File: config.mk
export PLATFORM = sky130hd
export DESIGN_NAME = divider
export DESIGN_NICKNAME = d
export VERILOG_FILES = /design/src/rtl/rv32m_pkg.sv /design/src/rtl/div_step.sv /design/src/rtl/divider.sv
export SDC_FILE = /design/constraint.sdc
export NUM_CORES = 1
export LEC_CHECK = 0
export ABC_CLOCK_PERIOD_IN_PS = 5150
export CORE_MARGIN = 1
export CORE_UTILIZATION = 55
export CTS_CLUSTER_SIZE = 30
export DETAILED_ROUTE_END_ITERATION = 10
export GPL_TIMING_DRIVEN = 0
export PLACE_DENSITY = 0.76
export SETUP_SLACK_MARGIN = 0.5
export SKIP_CTS_REPAIR_TIMING = 1
export SYNTH_ARGS = -nofsm -noshare
export SYNTH_HDL_FRONTEND = slang
export SYNTH_SLANG_ARGS = --single-unit
File: constraint.sdc
create_clock -name clk_i -period 5.15 [get_ports clk_i]
set_input_delay 1.03 -clock clk_i [delete_from_list [all_inputs] [get_ports clk_i]]
set_output_delay 1.03 -clock clk_i [all_outputs]
set_load 0.05 [all_outputs]
File: src/rtl/rv32m_pkg.sv
// Shared definitions for the RV32M arithmetic blocks: operand width, divider
// FSM encoding, the two corner-case constants, and a sign-magnitude helper.
package rv32m_pkg;

  localparam int XLEN  = 32;
  localparam int CNT_W = $clog2(XLEN);

  localparam logic [XLEN-1:0]  INT_MIN  = 32'h8000_0000;
  localparam logic [XLEN-1:0]  ALL_ONES = 32'hFFFF_FFFF;
  localparam logic [CNT_W-1:0] CNT_LAST = CNT_W'(XLEN - 1);

  typedef enum logic [2:0] {
    IDLE,
    LOAD,
    DIV,
    FIX,
    DONE
  } div_state_t;

  // Magnitude of a two's-complement operand; INT_MIN maps to itself and is
  // then treated as an unsigned value by the datapath.
  function automatic logic [XLEN-1:0] magnitude(input logic [XLEN-1:0] v,
                                                input logic            is_signed);
    return (is_signed && v[XLEN-1]) ? -v : v;
  endfunction

endpackage

File: src/rtl/div_step.sv
// One radix-2 restoring division iteration, purely combinational.
// The trial subtraction is carried one bit wider than the shifted remainder
// so its top bit is a clean sign flag even with the full 33-bit R as input.
module div_step
  import rv32m_pkg::*;
(
  input  logic [XLEN:0]   r_i,
  input  logic [XLEN-1:0] q_i,
  input  logic [XLEN-1:0] b_i,
  output logic [XLEN:0]   r_o,
  output logic [XLEN-1:0] q_o
);

  logic [XLEN+1:0] w_shift;
  logic [XLEN+1:0] w_trial;

  assign w_shift = {r_i, q_i[XLEN-1]};
  assign w_trial = w_shift - {2'b00, b_i};

  // Keep the trial difference when it stays non-negative, otherwise restore.
  // NOTE: both branches assign every output, so no latch can be inferred.
  always_comb begin
    if (!w_trial[XLEN+1]) begin
      r_o = w_trial[XLEN:0];
      q_o = {q_i[XLEN-2:0], 1'b1};
    end else begin
      r_o = w_shift[XLEN:0];
      q_o = {q_i[XLEN-2:0], 1'b0};
    end
  end

endmodule

File: src/rtl/divider.sv
// Iterative radix-2 restoring divider for RV32M DIV/DIVU/REM/REMU.
// Start/done handshake, one operation in flight, result held until the next
// accepted start. Optional feature macro: DIV_EARLY_OUT_EN, which lets divide
// by zero and INT_MIN / -1 skip the 32 iteration steps (results unchanged).
module divider
  import rv32m_pkg::*;
(
  input  logic            clk_i,
  input  logic            rst_i,
  input  logic            start_i,
  input  logic [XLEN-1:0] op_A_i,
  input  logic [XLEN-1:0] op_B_i,
  input  logic            signed_i,
  input  logic            rem_i,
  output logic [XLEN-1:0] result_o,
  output logic            busy_o,
  output logic            done_o
);

  div_state_t       r_state;
  logic [XLEN-1:0]  r_op_a;
  logic [XLEN-1:0]  r_op_b;
  logic             r_signed;
  logic             r_rem;
  logic [XLEN-1:0]  r_b_mag;
  logic [XLEN:0]    r_r;
  logic [XLEN-1:0]  r_q;
  logic             r_sign_q;
  logic             r_sign_r;
  logic             r_div0;
  logic [CNT_W-1:0] r_cnt;
  logic [XLEN-1:0]  r_result;
  logic             r_busy;
  logic             r_done;

  logic [XLEN-1:0]  w_a_mag;
  logic [XLEN-1:0]  w_b_mag;
  logic             w_div0;
  logic [XLEN:0]    w_r_next;
  logic [XLEN-1:0]  w_q_next;
  logic [XLEN-1:0]  w_quot;
  logic [XLEN-1:0]  w_remd;

  assign w_a_mag = magnitude(r_op_a, r_signed);
  assign w_b_mag = magnitude(r_op_b, r_signed);
  assign w_div0  = (r_op_b == '0);

  // The div0 mask keeps x / 0 at all-ones even when the signs differ.
  assign w_quot = (r_sign_q & ~r_div0) ? -r_q : r_q;
  assign w_remd = r_sign_r ? -r_r[XLEN-1:0] : r_r[XLEN-1:0];

`ifdef DIV_EARLY_OUT_EN
  logic r_early;
  logic w_early;
  logic w_ovf;

  assign w_ovf   = r_signed & (r_op_a == INT_MIN) & (r_op_b == ALL_ONES);
  assign w_early = w_div0 | w_ovf;
`endif

  div_step u_div_step (
    .r_i (r_r),
    .q_i (r_q),
    .b_i (r_b_mag),
    .r_o (w_r_next),
    .q_o (w_q_next)
  );

  // Control FSM and datapath registers, all cleared by synchronous reset.
  // NOTE: non-blocking assignments everywhere here, so every register sees
  // the pre-edge value of every other register.
  always_ff @(posedge clk_i) begin
    if (rst_i) begin
      r_state  <= IDLE;
      r_op_a   <= '0;
      r_op_b   <= '0;
      r_signed <= 1'b0;
      r_rem    <= 1'b0;
      r_b_mag  <= '0;
      r_r      <= '0;
      r_q      <= '0;
      r_sign_q <= 1'b0;
      r_sign_r <= 1'b0;
      r_div0   <= 1'b0;
      r_cnt    <= '0;
      r_result <= '0;
      r_busy   <= 1'b0;
      r_done   <= 1'b0;
`ifdef DIV_EARLY_OUT_EN
      r_early  <= 1'b0;
`endif
    end else begin
      case (r_state)
        IDLE: begin
          if (start_i) begin
            r_op_a   <= op_A_i;
            r_op_b   <= op_B_i;
            r_signed <= signed_i;
            r_rem    <= rem_i;
            r_busy   <= 1'b1;
            r_state  <= LOAD;
          end
        end
        LOAD: begin
          r_b_mag  <= w_b_mag;
          r_sign_q <= r_signed & (r_op_a[XLEN-1] ^ r_op_b[XLEN-1]);
          r_sign_r <= r_signed & r_op_a[XLEN-1];
          r_div0   <= w_div0;
          r_r      <= '0;
          r_q      <= w_a_mag;
          r_cnt    <= '0;
          r_state  <= DIV;
`ifdef DIV_EARLY_OUT_EN
          // Preset the values the full iteration would have produced:
          // x / 0 gives Q = all-ones, R = |x|; INT_MIN / -1 gives Q = INT_MIN, R = 0.
          r_early <= w_early;
          if (w_early) begin
            r_q <= w_div0 ? ALL_ONES : INT_MIN;
            r_r <= w_div0 ? {1'b0, w_a_mag} : '0;
          end
`endif
        end
        DIV: begin
`ifdef DIV_EARLY_OUT_EN
          if (r_early) begin
            r_state <= FIX;
          end else begin
`endif
            r_r   <= w_r_next;
            r_q   <= w_q_next;
            r_cnt <= r_cnt + CNT_W'(1);
            if (r_cnt == CNT_LAST) begin
              r_state <= FIX;
            end
`ifdef DIV_EARLY_OUT_EN
          end
`endif
        end
        FIX: begin
          r_result <= r_rem ? w_remd : w_quot;
          r_done   <= 1'b1;
          r_state  <= DONE;
        end
        DONE: begin
          r_done  <= 1'b0;
          r_busy  <= 1'b0;
          r_state <= IDLE;
        end
        default: begin
          r_state <= IDLE;
        end
      endcase
    end
  end

  assign result_o = r_result;
  assign busy_o   = r_busy;
  assign done_o   = r_done;

endmodule
; Word-level counts from Yosys, hierarchy flattened
; Cells that the tools add are included.
[op_classes]
add_sub_neg = 6
n_eq_ne = 7
muxes = 16
bitwise_logic = 5
n_reduce_logical = 10
[ops]
columns = cell, count
row1 = 32-bit 2-to-1 mux, 5
row2 = 32-bit negator, 4
row3 = 33-bit one-hot mux with 2 select lines, 1
row4 = 32-bit one-hot mux with 2 select lines, 1
row5 = 34-bit by 32-bit subtractor with 34-bit output, 1
row6 = 33-bit 2-to-1 mux, 1
row7 = 32-bit logical NOT, 1
row8 = 3-bit one-hot mux with 4 select lines, 1
row9 = 5-bit one-hot mux with 2 select lines, 1
row10 = 3-bit by 2-bit equality test with 1-bit output (second input constant), 2
row11 = 3-bit 2-to-1 mux, 2
row12 = 2-bit AND reduction, 3
row13 = 2-bit nonzero test, 3
row14 = 5-bit by 1-bit adder with 5-bit output (second input constant), 1
row15 = 5-bit equality test (second input constant), 1
row16 = 2-bit inequality test (second input constant), 2
row17 = 1-bit one-hot mux with 2 select lines, 2
row18 = 1-bit AND, 3
row19 = 3-bit by 1-bit equality test with 1-bit output (second input constant), 1
row20 = 3-bit equality test (second input constant), 1
row21 = 3-bit logical NOT, 1
row22 = 1-bit logical AND, 2
row23 = 1-bit 2-to-1 mux, 2
row24 = 1-bit inverter, 1
row25 = 1-bit bitwise XOR, 1
[word_totals]
ff_bits = 208
inputBits = 69
output_inout_bits = 34
wordCells = 59

; Longest topological paths before layout
[depth]
word_depth = 4
mapped_depth = 14
ltp_nobuf = 13

; Modules after synthesis
; From an unflattened synthesis, not the netlist that was laid out.
[hier_totals]
cells_unflattened = 1746
hier_area_um2 = 13405.4
[by_module_without_submodules]
columns = module, instances, cells_per_inst, area_each_um2, seq_area_each_um2
row1 = divider, 1, 1387, 11001.8, 4164.0
row2 = div_step, 1, 359, 2403.6, 0.0

; Worst setup path before layout
; OpenSTA, ideal clock, no wires.
[synth_timing]
kind = register -> register
start = reg r_b_mag[6]
end = reg r_r[20]
setup_ps = 120
arrival_ps = 2834
required_ps = 5030
setup_slack_ps = 2197
path_stages_with_launch = 13
n_path_buf = 2
period_less_slack_ps = 2953
cell_sequence = dfxtp_1 inv_1 ha_1 a211oi_1 o21ai_0 o211a_1 or4b_1 a2111oi_1 nor3_1 buf_4 buf_4 o211ai_1 nand2_1
[synth_between]
elab_chain_cells = 3
[synth_lines]
columns = item, line_no
row1 = "start, declared", divider.sv:25  ; logic [XLEN-1:0] r_b_mag;
row2 = "start signal, assigned", divider.sv:105  ; r_b_mag <= w_b_mag;
row3 = 34-bit by 32-bit subtractor with 34-bit output, div_step.sv:18  ; assign w_trial = w_shift - {2'b00, b_i};
row4 = 33-bit 2-to-1 mux, div_step.sv:23  ; if (!w_trial[XLEN+1]) begin
row5 = 33-bit one-hot mux with 2 select lines, divider.sv:93  ; case (r_state)
row6 = "end signal, assigned", divider.sv:129  ; r_r <= w_r_next;
row7 = "end, declared", divider.sv:26  ; logic [XLEN:0] r_r;
; Every way passes these cells.
; A chain may end at the register's enable or synchronous reset.

; Worst setup path in the final report
[layout_timing]
start = reg r_q[31]
end = reg r_r[30]
[layout_between]
elab_chain_cells = 3
[layout_lines]
columns = item, line_no
row1 = "start, declared", divider.sv:27  ; logic [XLEN-1:0] r_q;
row2 = "start signal, assigned", divider.sv:110  ; r_q <= w_a_mag;
row3 = "start signal, assigned", divider.sv:130  ; r_q <= w_q_next;
row4 = 34-bit by 32-bit subtractor with 34-bit output, div_step.sv:18
row5 = 33-bit 2-to-1 mux, div_step.sv:23
row6 = 33-bit one-hot mux with 2 select lines, divider.sv:93
; Every way passes these cells.

==> metrics.csv <==
metric;value;unit
run status;finished clean;
final sum of negative setup slack;0;ns
startpoint class of the critical path;flop;
final clock period utilization by the worst path;73.0;%
hold slack final;0.452;ns
sequential fraction of the synthesis area;34.3;%
via count;11900;
CTS tree;built;
element type at the critical path end;flop;
worst-case clock skew;0.0102;ns
FF+latch area;4160;um^2
max cap viols;0;
total die area;22700;um^2
PortBufs;101;
hold wc startpoint;r_b_mag[21]$_SDFFE_PP0P_;
slew margin rel.;39.9;%
Site Rows;54;
Yosys warning total;0;
worst endpoint required time;5.54;ns
Clk pin slew, worst setup/hold paths;0.06;ns
most area-hungry cell type in the Yosys netlist;sky130_fd_sc_hd__dfxtp_1;
number of instances in the synthesized netlist;1602;
clk sink count;208;
# IOs;103;
highest net fanout along the worst path;4;
average wire per cell in the routed design;17.4;um
cell at the root of the clock tree;sky130_fd_sc_hd__clkbuf_16;
Fillers;1935;
effective utilization at floorplan;55.8;%
capturing point of the worst reg2reg path;r_r[30]$_SDFFE_PP0P_;
total number of H-tree levels;1;
share of synthesized flip-flops with an asynchronous set or reset;0;%
initial antenna violation count;0;
r2r setup slk;1.39;ns
1st-pass router iterations;5;
routed wire length;35.2;mm
worst ir drop on vdd;0.246;mV
Setup CP Type;flop to flop;
critical path arrival;4.15;ns
number of unique standard cell types used by synthesis;67;
Tightest Pin Transition;0.894;ns
x dimension of the die;151;um
clock period minus worst slack;3.76;ns
peak clock frequency supported by timing;0.266;GHz
first-pass GRT wire length;56.6;mm
launching instance or port of the critical path;r_q[31]$_SDFFE_PP0P_;
worst-case reg-to-reg path depth;13;
syn avg cell area;7.58;um^2
area of the multi-input gates;7350;um^2
main area contributors after synthesis;sky130_fd_sc_hd__dfxtp_1 (34%), sky130_fd_sc_hd__a21oi_1 (8.4%), sky130_fd_sc_hd__nand2_1 (8.3%), sky130_fd_sc_hd__xor2_1 (6.1%), sky130_fd_sc_hd__nor2_1 (4.4%);
number of synthesized flops with an enable pin;0;
number of flip-flops and latches in the synthesized netlist;208;
Post-Synthesis Net Count;1710;
overall track demand over capacity in global routing;31.3;%
number of nets in the layout;1837;
antenna-violating nets left;0;
detailed placement HPWL;27.1;mm
Tightest Hold Check Type;flop to flop;
vias in the first global route;10900;
endpoint of the most critical setup path;r_r[30]$_SDFFE_PP0P_;
total power divided by cell area;352;nW/um^2
Static Leak;5.34;nW
setup repair after global routing missed its margin;false;
source-to-sink clock delay at the later pin of the worst-skew pair;0.52;ns
vertical die dimension;151;um
Std-Cell Core Area;21800;um^2
area added between synthesis and finish;18.3;%
ant diodes;0;
FF-to-FF Start;r_q[31]$_SDFFE_PP0P_;
number of endpoints with negative hold slack in the final report;0;
number of buffers inserted during clock tree synthesis;24;
DRC marker count from the first detailed-route iteration;765;
Setup-failing EPs final;0;
Remaining Overflow, GRT;0;
maximum number of pins on one net before global-route repair;15;
RePlAce Congestion;0.934;
total DRC errors in the routed layout;0;
Synth top area share;34.3;%
maximum clock path buffer count;3;
count of final max-slew check failures;0;
Post-Synthesis Cell Area;12100;um^2
Primary FF master, synth;sky130_fd_sc_hd__dfxtp_1;
layout cells sized above 1;3.61;%
via density per instance;5.90;
-- kinds of logic after synthesis --
kind of cell,Yosys count,synth area share [%]
buf+inv,161,5.17
mux,16,1.33
compound gates,489,25.1
fa+ha+maj,39,4.08
xor+xnor,142,10.2
simple gates,547,19.8
flops,208,34.3
-- worst max-delay path, cell delays in order (launching register included) --
cell and delay (ns):
sky130_fd_sc_hd__dfxtp_1 0.39, sky130_fd_sc_hd__inv_1 0.12, sky130_fd_sc_hd__ha_1 0.21, sky130_fd_sc_hd__inv_1 0.07, sky130_fd_sc_hd__fa_1 0.24, sky130_fd_sc_hd__a211oi_1 0.09
sky130_fd_sc_hd__o21ai_0 0.43, sky130_fd_sc_hd__a21boi_0 0.28, sky130_fd_sc_hd__o31a_1 0.40, sky130_fd_sc_hd__o31ai_1 0.67, sky130_fd_sc_hd__a2111oi_0 0.23, sky130_fd_sc_hd__nor3_1 0.29
sky130_fd_sc_hd__xnor2_1 0.15, sky130_fd_sc_hd__o21ai_0 0.08
-- worst min-delay path by stage --
stage	endpoint	slack [ns]	depth (start not counted)
finish	r_b_mag[21]$_SDFFE_PP0P_	0.45	2
global placement	r_b_mag[21]$_SDFFE_PP0P_	0.44	2
floorplan	r_b_mag[17]$_SDFFE_PP0P_	0.43	2
CTS	r_b_mag[21]$_SDFFE_PP0P_	0.45	2
global route	r_b_mag[17]$_SDFFE_PP0P_	0.47	2
detailed placement	result_o[24]$_SDFFE_PP0P_	0.45	2
-- metal layers --
layer / vias to the layer above / routed length, um / GRT usage [%]
li1: 5892 / - / -
met2: 419 / 15700 / 50.3
met4: 0 / 1000 / 9.50
met5: - / 0 / 0
met3: 64 / 2210 / 3.55
met1: 5573 / 16300 / 43.9
-- registers in the layout (all words and copies together), names as in the netlist --
signal    flops
result_o     32
busy_o        1
r_rem         1
r_cnt         5
done_o        1
r_div0        1
r_b_mag      32
r_sign_r      1
r_sign_q      1
r_r          33
r_signed      1
r_q          32
r_op_b       32
r_op_a       32
r_state       3
-- placed cells by master, fill, tap and decap left out, drive strengths merged, types with 47 or more instances in the layout --
cell,instances
inv,62
clkdlybuf4s50,101
dfxtp,208
xnor2,58
nand2,268
clkbuf,109
nor2,141
xor2,84
o21ai,75
a21oi,205
a211oi,47
-- Yosys cell counts, types with 14 or more instances --
master	instances
sky130_fd_sc_hd__a211oi_1	47
sky130_fd_sc_hd__a21oi_1	205
sky130_fd_sc_hd__a22oi_1	36
sky130_fd_sc_hd__clkbuf_1	82
sky130_fd_sc_hd__dfxtp_1	208
sky130_fd_sc_hd__ha_1	38
sky130_fd_sc_hd__inv_1	60
sky130_fd_sc_hd__mux2i_1	15
sky130_fd_sc_hd__nand2_1	268
sky130_fd_sc_hd__nand3_1	14
sky130_fd_sc_hd__nor2_1	141
sky130_fd_sc_hd__nor3_1	27
sky130_fd_sc_hd__o211ai_1	17
sky130_fd_sc_hd__o21ai_0	72
sky130_fd_sc_hd__o31ai_1	20
sky130_fd_sc_hd__xnor2_1	58
sky130_fd_sc_hd__xor2_1	84
-- final cells by class --
cell class / count / share of cell area [%]
clock buffers: 26 / 4.38
clock inverters: 17 / 1.59
plain buffers: 101 / 2.80
repair buffers: 101 / 7.04
flip-flops and latches: 208 / 29.0
well taps: 280 / 2.44
inverters: 60 / 1.57
multi-input cells: 1233 / 51.2
-- power breakdown --
group | internal [mW] | total (mW) | switching (mW) | leakage (nW)
registers | 1.69 | 1.80 | 0.107 | 1.69
clock network | 1.14 | 1.85 | 0.708 | 0.417
logic | 0.558 | 1.42 | 0.859 | 3.23
total | 3.39 | 5.06 | 1.67 | 5.34
-- stage by stage --
stage	instances	utilization [%]	instance area [um^2]	total power, mW	worst slack [ns]
6_report	2026	66.0	14400	5.06	1.39
4_1_cts	2026	66.0	14400	5.05	1.47
2_1_floorplan	1602	-	12100	2.84	2.20
3_3_place_gp	1983	62.1	13500	3.19	1.56
5_1_grt	2026	66.0	14400	5.29	1.29
3_5_place_dp	1983	62.1	13500	3.22	1.47
No activity file was read; power rests on OpenSTA's default activity.
